**config.mk**
```make
export PLATFORM = sky130hd
export DESIGN_NAME = async_fifo_wr_arbiter_flat
export DESIGN_NICKNAME = d
export VERILOG_FILES = /design/src/rtl/async_fifo_wr_arbiter_if.sv /design/src/rtl/async_fifo_wr_arbiter.sv /design/src/flat_wrapper.sv
export SDC_FILE = /design/constraint.sdc
export NUM_CORES = 1
export LEC_CHECK = 0
export ABC_AREA = 1
export CAP_MARGIN = 30
export CORE_ASPECT_RATIO = 1.75
export CORE_MARGIN = 5
export CORE_UTILIZATION = 30
export CTS_CLUSTER_SIZE = 28
export DETAILED_ROUTE_END_ITERATION = 10
export HOLD_SLACK_MARGIN = 0.1
export MAX_ROUTING_LAYER = met4
export PLACE_DENSITY = 0.95
export SETUP_SLACK_MARGIN = 0.1
export SLEW_MARGIN = 5
export SYNTH_ARGS = -nofsm -noshare
export SYNTH_HDL_FRONTEND = slang
export SYNTH_SLANG_ARGS = --single-unit
```
**constraint.sdc**
```tcl
create_clock -name clk -period 3.3 [get_ports clk]
set_clock_uncertainty 0.2 [all_clocks]
set_input_delay 0.66 -clock clk [delete_from_list [all_inputs] [get_ports clk]]
set_output_delay 0.66 -clock clk [all_outputs]
set_load 0.05 [all_outputs]
```
**src/rtl/async_fifo_wr_arbiter_if.sv**
```systemverilog
// Requester/FIFO write-port bundle for the packet arbiter; master drives requests and FIFO status,
// slave (the arbiter) returns per-requester ready, the FIFO write strobe/word and grant status.
interface async_fifo_wr_arbiter_if #(
    parameter int N = 4,
    parameter int W = 32
);
    localparam int GW = $clog2(N);

    logic [N-1:0]   req_valid;
    logic [N-1:0]   req_last;
    logic [N*W-1:0] req_data;
    logic [N-1:0]   req_ready;
    logic           fifo_wr_full;
    logic           fifo_wr_en;
    logic [W:0]     fifo_wr_data;
    logic [GW-1:0]  grant_id;
    logic           busy;

    modport master (
        output req_valid, req_last, req_data, fifo_wr_full,
        input  req_ready, fifo_wr_en, fifo_wr_data, grant_id, busy
    );

    modport slave (
        input  req_valid, req_last, req_data, fifo_wr_full,
        output req_ready, fifo_wr_en, fifo_wr_data, grant_id, busy
    );
endinterface

```
**src/rtl/async_fifo_wr_arbiter.sv**
```systemverilog
// Packet-aware round-robin arbiter for one FIFO write port; grant 1 cycle after request, then 1 beat/cycle.
// Backpressure: ready/write follow ~fifo_wr_full combinationally; the grant is held until the last beat.
module async_fifo_wr_arbiter #(
    parameter int N = 4,
    parameter int W = 32
) (
    input  logic                   clk,
    input  logic                   reset,
    async_fifo_wr_arbiter_if.slave bus
);
    localparam int GW = $clog2(N);

    typedef enum logic {IDLE, GRANT} state_t;

    state_t        state_q, state_d;
    logic [GW-1:0] grant_q, grant_d;
    logic [GW-1:0] rr_ptr_q, rr_ptr_d;
    logic [GW-1:0] sel_idx;
    logic          sel_vld;
    logic          g_valid;
    logic          g_last;
    logic [W-1:0]  g_data;

    // Only the granted requester reaches the outputs; the scan below feeds next-state only.
    assign g_valid = bus.req_valid[grant_q];
    assign g_last  = bus.req_last[grant_q];
    assign g_data  = bus.req_data[int'(grant_q) * W +: W];

    always_comb begin
        sel_vld = 1'b0;
        sel_idx = rr_ptr_q;
        for (int k = 0; k < N; k++) begin
            int idx;
            idx = int'(rr_ptr_q) + k;
            if (idx >= N) idx = idx - N;
            if (!sel_vld && bus.req_valid[idx]) begin
                sel_vld = 1'b1;
                sel_idx = GW'(idx);
            end
        end
    end

    always_comb begin
        state_d        = state_q;
        grant_d        = grant_q;
        rr_ptr_d       = rr_ptr_q;
        bus.req_ready  = '0;
        bus.fifo_wr_en = 1'b0;
        unique case (state_q)
            IDLE: begin
                if (sel_vld) begin
                    grant_d = sel_idx;
                    state_d = GRANT;
                end
            end
            GRANT: begin
                bus.req_ready[grant_q] = ~bus.fifo_wr_full;
                bus.fifo_wr_en         = g_valid & ~bus.fifo_wr_full;
                if (g_valid && !bus.fifo_wr_full && g_last) begin
                    state_d  = IDLE;
                    rr_ptr_d = (grant_q == GW'(N - 1)) ? '0 : grant_q + 1'b1;
                end
            end
            default: state_d = IDLE;
        endcase
    end

    always_ff @(posedge clk or posedge reset) begin
        if (reset) begin
            state_q  <= IDLE;
            grant_q  <= '0;
            rr_ptr_q <= '0;
        end else begin
            state_q  <= state_d;
            grant_q  <= grant_d;
            rr_ptr_q <= rr_ptr_d;
        end
    end

    assign bus.fifo_wr_data = {g_last, g_data};
    assign bus.grant_id     = grant_q;
    assign bus.busy         = (state_q == GRANT);
endmodule

```
**src/flat_wrapper.sv**
```systemverilog
// flat-port wrapper written by rule: the top's interface ports become plain ports
module async_fifo_wr_arbiter_flat 
#(
    parameter int N = 4,
    parameter int W = 32
)
  (clk, reset, bus_req_valid, bus_req_last, bus_req_data, bus_fifo_wr_full, bus_req_ready, bus_fifo_wr_en, bus_fifo_wr_data, bus_grant_id, bus_busy);
  async_fifo_wr_arbiter_if #(.N(N), .W(W)) bus_i ();
  input  logic clk;
  input  logic reset;
  input wire logic [$bits(bus_i.req_valid)-1:0] bus_req_valid;
  input wire logic [$bits(bus_i.req_last)-1:0] bus_req_last;
  input wire logic [$bits(bus_i.req_data)-1:0] bus_req_data;
  input wire logic [$bits(bus_i.fifo_wr_full)-1:0] bus_fifo_wr_full;
  output wire logic [$bits(bus_i.req_ready)-1:0] bus_req_ready;
  output wire logic [$bits(bus_i.fifo_wr_en)-1:0] bus_fifo_wr_en;
  output wire logic [$bits(bus_i.fifo_wr_data)-1:0] bus_fifo_wr_data;
  output wire logic [$bits(bus_i.grant_id)-1:0] bus_grant_id;
  output wire logic [$bits(bus_i.busy)-1:0] bus_busy;
  assign bus_i.req_valid = bus_req_valid;
  assign bus_i.req_last = bus_req_last;
  assign bus_i.req_data = bus_req_data;
  assign bus_i.fifo_wr_full = bus_fifo_wr_full;
  assign bus_req_ready = bus_i.req_ready;
  assign bus_fifo_wr_en = bus_i.fifo_wr_en;
  assign bus_fifo_wr_data = bus_i.fifo_wr_data;
  assign bus_grant_id = bus_i.grant_id;
  assign bus_busy = bus_i.busy;
  async_fifo_wr_arbiter #(.N(N), .W(W)) u_core (.clk(clk), .reset(reset), .bus(bus_i));
endmodule
```
==> results.sh <==
export IMPL_status="completed"
export IMPL_min_to="u_core.bus.busy"
export IMPL_post_drt_wl_per_cell_um=18.2
export IMPL_gr_total_overflow=0
export IMPL_synthArstFlopShare_pct=100
export IMPL_tightest_slew_ns=0.500
export IMPL_start_util_pct=31.0
export IMPL_cts_sinks=5
export IMPL_io_buffer_count=179
export IMPL_crit_type="flop to output port"
export IMPL_r2r_start="u_core.bus.grant_id[1]"
export IMPL_grt_util_met1_pct=27.4
export IMPL_slew_headroom_pct=66.6
export IMPL_drv_cap=0
export IMPL_track_usage_pct=27.7
export IMPL_yosysWarnings=0
export IMPL_min_from="u_core.bus.busy"
export IMPL_vias=2923
export IMPL_ant_nets=0
export IMPL_drc=0
export IMPL_ys_ff_latch=5
export IMPL_synth_most_common_cell="nor2_1"
export IMPL_syn_to_final_growth_pct=139
export IMPL_crit_path_end_kind="output port"
export IMPL_fp_dieArea_mm2=0.00678
export IMPL_worstHoldPathType="flop to flop"
export IMPL_antenna_found_initial=0
export IMPL_cts_tree="yes"
export IMPL_numCtsBuffers=3
export IMPL_syn_nets=452
export IMPL_viasPerCell=5.57
export IMPL_cts_clk_slew_worst_paths_ns=0.04
export IMPL_place_congestion=0.967
export IMPL_ios=180
export IMPL_fin_crit_sh_pct=89.4
export IMPL_use_met3_pct=6.07
export IMPL_cp_arrival_ns=2.09
export IMPL_firstDrtPassIters=5
export IMPL_timing_rr_end="u_core.rr_ptr_q[0]"
export IMPL_hpwl_mm=7.85
export IMPL_grt_busiest_layer="met2"
export IMPL_core_area_mm2=0.00502
export IMPL_setup_viol=0
export IMPL_finalHoldViolCount=0
export IMPL_fin_setup_tns_ns=0
export IMPL_cp_max_fo=54
export IMPL_fin_nets=615
export IMPL_clock_latency_ns=0.24
export IMPL_place_ws_ns=0.567
export IMPL_r2r_cells=8
export IMPL_drv_slew=0
export IMPL_min_path_cells=2
export IMPL_start_kind="flop"
export IMPL_die_y_um=105
export IMPL_seq_area_frac_synth_pct=8.05
export IMPL_netlist_top_cells_area="o21ai_0 21%, nor2_1 18%, nand2_1 14%"
export IMPL_grt_max_degree=55
export IMPL_grt_pass1_vias=3113
export IMPL_yosysTopAreaCell="o21ai_0"
export IMPL_cellLeakagePower_uw=0.00159
export IMPL_synth_top_area_share_pct=21.2
export IMPL_synthesis_area_mm2=0.00156
export IMPL_cts_max_level=1
export IMPL_ys_types=21
export IMPL_cp_required_ns=2.44
export IMPL_postCtsSetupRepairBufs=0
export IMPL_drt_iter0_markers=287
export IMPL_vdd_ir_drop_max_v=0.000889
export IMPL_grt_pass1_wl_mm=14.3
export IMPL_cellPowerDensity_mw_per_mm2=1200
export IMPL_synth_top_flop_cell="dfrtp_1"
export IMPL_synthCells=309
export IMPL_drive_above_1_share_pct=12.1
export IMPL_diodes=0
export IMPL_final_min_clock_period_ns=2.95
export IMPL_holdBufCountCts=0
export IMPL_worst_slack_ns=0.350
export IMPL_wirelength_mm=9.56
export IMPL_grt_use_met2_pct=48.9
export IMPL_avgSynthCellArea_um2=5.03
export IMPL_fp_row_count=34
export IMPL_die_width_um=64.4
export IMPL_r2r_slack_ns=1.01
export IMPL_rsz0062_at_grt="false"
export IMPL_synth_edff_count=0
export IMPL_fmax_ghz=0.339
export IMPL_cts_root_buf="clkbuf_8"
export IMPL_clockBufferDepth=2
export IMPL_cts_resized=0
export IMPL_synth_common_cells="73 x nor2_1, 66 x o21ai_0, 59 x nand2_1"
## cells in the final DEF, fill, tap and decap left out
master           instances
dfrtp_1                  4
nand2_2                  4
inv_1                   16
o21ai_2                  1
o21ai_0                 66
inv_2                    3
nand3_2                  1
nor3_2                   1
nor2_1                  73
nand4_1                  1
nor2_4                   1
clkbuf_1                 1
ha_1                     4
nand2_1                 59
nand3_1                 15
clkdlybuf4s50_1        141
o22ai_1                 32
o211ai_1                 2
buf_4                    7
dfrtp_2                  1
buf_12                  35
clkbuf_8                 3
## registers in the layout (all words and copies together), names as in the netlist
name                 cells
u_core.bus.grant_id      2
u_core.bus.busy          1
u_core.rr_ptr_q          2
## logic make-up (layout without fill, tap and decap cells)
kind of cell	count (synthesis)	count (layout)	share of synthesized area, %
fa+ha+maj	4	4	3.22
simple gates	155	155	40.7
buf+inv	44	206	12.4
flops	5	5	8.05
compound gates	101	101	35.6
## worst max-delay path, stage by stage (launching register included)
cell and delay (ns):
dfrtp_2 0.61, buf_4 0.49, o21ai_0 0.19, o22ai_1 0.36, buf_12 0.19
## power by group
| part | internal (uW) | switching, uW |
|---|---|---|
| clock | 83.8 | 40.5 |
| sequential | 91.6 | 106 |
| combinational | 1700 | 2420 |
| total | 1880 | 2570 |
## worst max path at each step
stage / from / to / cells after the start
floorplan: u_core.bus.grant_id[0] / bus_fifo_wr_data[0] / 5
global placement: bus_req_valid[3] / bus_fifo_wr_en / 8
detailed placement: bus_req_valid[1] / bus_fifo_wr_en / 8
CTS: u_core.bus.grant_id[0] / bus_fifo_wr_data[28] / 4
global route: u_core.bus.grant_id[0] / bus_fifo_wr_data[12] / 4
finish: u_core.bus.grant_id[0] / bus_fifo_wr_data[12] / 4
## cell type report
type | instances | area, um^2
Timing Repair Buffer | 183 | 2160
Fill cell | 345 | 1310
Multi-Input combinational cell | 260 | 1240
Sequential cell | 5 | 126
Inverter | 19 | 71.3
Tap cell | 54 | 67.6
Clock buffer | 4 | 45.0
## stage by stage
stage               total power [uW]  area (um^2)  hold WS (ns)  cells  util (%)
finish                          4450         3710         0.420    525      74.0
global route                    4660         3710         0.427    525      74.0
CTS                             4440         3710         0.408    525      74.0
detailed placement              4300         3670         0.390    521      73.1
global placement                4190         3670         0.368    521      73.1
floorplan                       2340         1560         0.239    309         -
## metal layers
layer / part of all wire (%) / wire length (um)
met1: 32 / 3050
met5: 0 / 0
met2: 51 / 4920
met4: 6.1 / 582
met3: 11 / 1010
Power figures use the tool's default switching activity.
==> edit: new RTL, config.mk and constraints unchanged <==
`N` is set to 4 in 3 places; all go to 8.
--- a/src/rtl/async_fifo_wr_arbiter_if.sv
+++ b/src/rtl/async_fifo_wr_arbiter_if.sv
@@ -1,7 +1,7 @@
 // Requester/FIFO write-port bundle for the packet arbiter; master drives requests and FIFO status,
 // slave (the arbiter) returns per-requester ready, the FIFO write strobe/word and grant status.
 interface async_fifo_wr_arbiter_if #(
-    parameter int N = 4,
+    parameter int N = 8,
     parameter int W = 32
 );
     localparam int GW = $clog2(N);
--- a/src/rtl/async_fifo_wr_arbiter.sv
+++ b/src/rtl/async_fifo_wr_arbiter.sv
@@ -1,7 +1,7 @@
 // Packet-aware round-robin arbiter for one FIFO write port; grant 1 cycle after request, then 1 beat/cycle.
 // Backpressure: ready/write follow ~fifo_wr_full combinationally; the grant is held until the last beat.
 module async_fifo_wr_arbiter #(
-    parameter int N = 4,
+    parameter int N = 8,
     parameter int W = 32
 ) (
     input  logic                   clk,
--- a/src/flat_wrapper.sv
+++ b/src/flat_wrapper.sv
@@ -1,7 +1,7 @@
 // flat-port wrapper written by rule: the top's interface ports become plain ports
 module async_fifo_wr_arbiter_flat 
 #(
-    parameter int N = 4,
+    parameter int N = 8,
     parameter int W = 32
 )
   (clk, reset, bus_req_valid, bus_req_last, bus_req_data, bus_fifo_wr_full, bus_req_ready, bus_fifo_wr_en, bus_fifo_wr_data, bus_grant_id, bus_busy);
Interface: changed (5 resized); port bits go from 180 to 321. The function was not compared with the original's and may differ.
==> edit against the unedited design <==
  * Wire length rose by 110%
  * Die area is 99% higher
  * Sequential cell count up 2
  * Final area increased by 89%
  * Clock power increased by 69%
  * Sequential power up 17%
  * First-iteration DRC count increased by 5.6%
  * Area after synthesis up 120%
  * Worst setup slack got worse by 0.044 ns
  * Total power is 57% higher
  * Global-route usage rose by 0.73 points
  * Highest routed layer unchanged
==> edit: results (changes against the unedited design) <==
Initial DRC Count=303 (+5.6%); synthesized net count=936 (+110%); CP endpoint=bus_fifo_wr_data[21]; CP max stage cell=dfrtp_4; Crit Path Max Fanout=23 (-57%); routing usage on met1=30.4% (+3.1 points); sequential share of the synthesized area=5.22% (-2.8 points); min-delay src=u_core.bus.grant_id[2]$_DFFE_PP0P_; largest cells by area after synthesis=nor2_1 (28%), o21ai_0 (20%), o2111ai_1 (8.4%); aggregate routed wire length=20300 um (+110%); Reg2Reg Depth=16 (+8); initial antenna violation count=2 (+2); Slew HR=63.7% (-2.9 points); DR WL met2=10400 um (+110%); Arr. time, crit path=2.13 ns (+0.04 ns); fin crit share=90.7% (+1.3 points); Routed met1 length=7380 um (+140%); share of layout cells above drive strength 1=14.9% (+2.8 points); port bufs=320 (+79%); worst slack at placement=0.481 ns (-0.0864 ns); outcome=finished, final reports clean; Max stage delay on crit path=0.59 ns (-0.02 ns); Hold WS=0.398 ns (-0.0223 ns); placer congestion estimate=0.987 (+2.1%); global-route wire length before repair=30300 um (+110%); R2R Path Start=u_core.rr_ptr_q[1]$_DFFE_PP0P_
[edit: cell type report]
class                           instances  area (sq um)
Multi-Input combinational cell        576          3050
Antenna cell                            2          5.00
Clock buffer                            4          78.8
Fill cell                             939          4030
Sequential cell                         7           179
Tap cell                              132           165
Timing Repair Buffer                  334          3420
Inverter                               27           114
[edit: power by group through the flow]
stage | clock, mW | combinational [mW] | sequential (mW)
final | 0.209 | 6.55 | 0.231
after global routing | 0.217 | 6.99 | 0.240
after CTS | 0.209 | 6.52 | 0.230
after detailed placement | 0 | 6.50 | 0.232
after global placement | 0 | 6.43 | 0.227
after floorplan | 0 | 4.37 | 0.238
[edit: kinds of logic (layout without fill, tap and decap cells)]
group / count (synthesis) / count (layout) / share of synthesized area, %
and+or+nand+nor: 390 / 390 / 51.7
AOI/OAI and AO/OA: 179 / 179 / 31.1
adders and majority gates: 4 / 4 / 1.49
other: 0 / 2 / 0
buffers and inverters: 74 / 365 / 9.70
xor gates and xnor gates: 3 / 3 / 0.783
DFF: 7 / 7 / 5.22
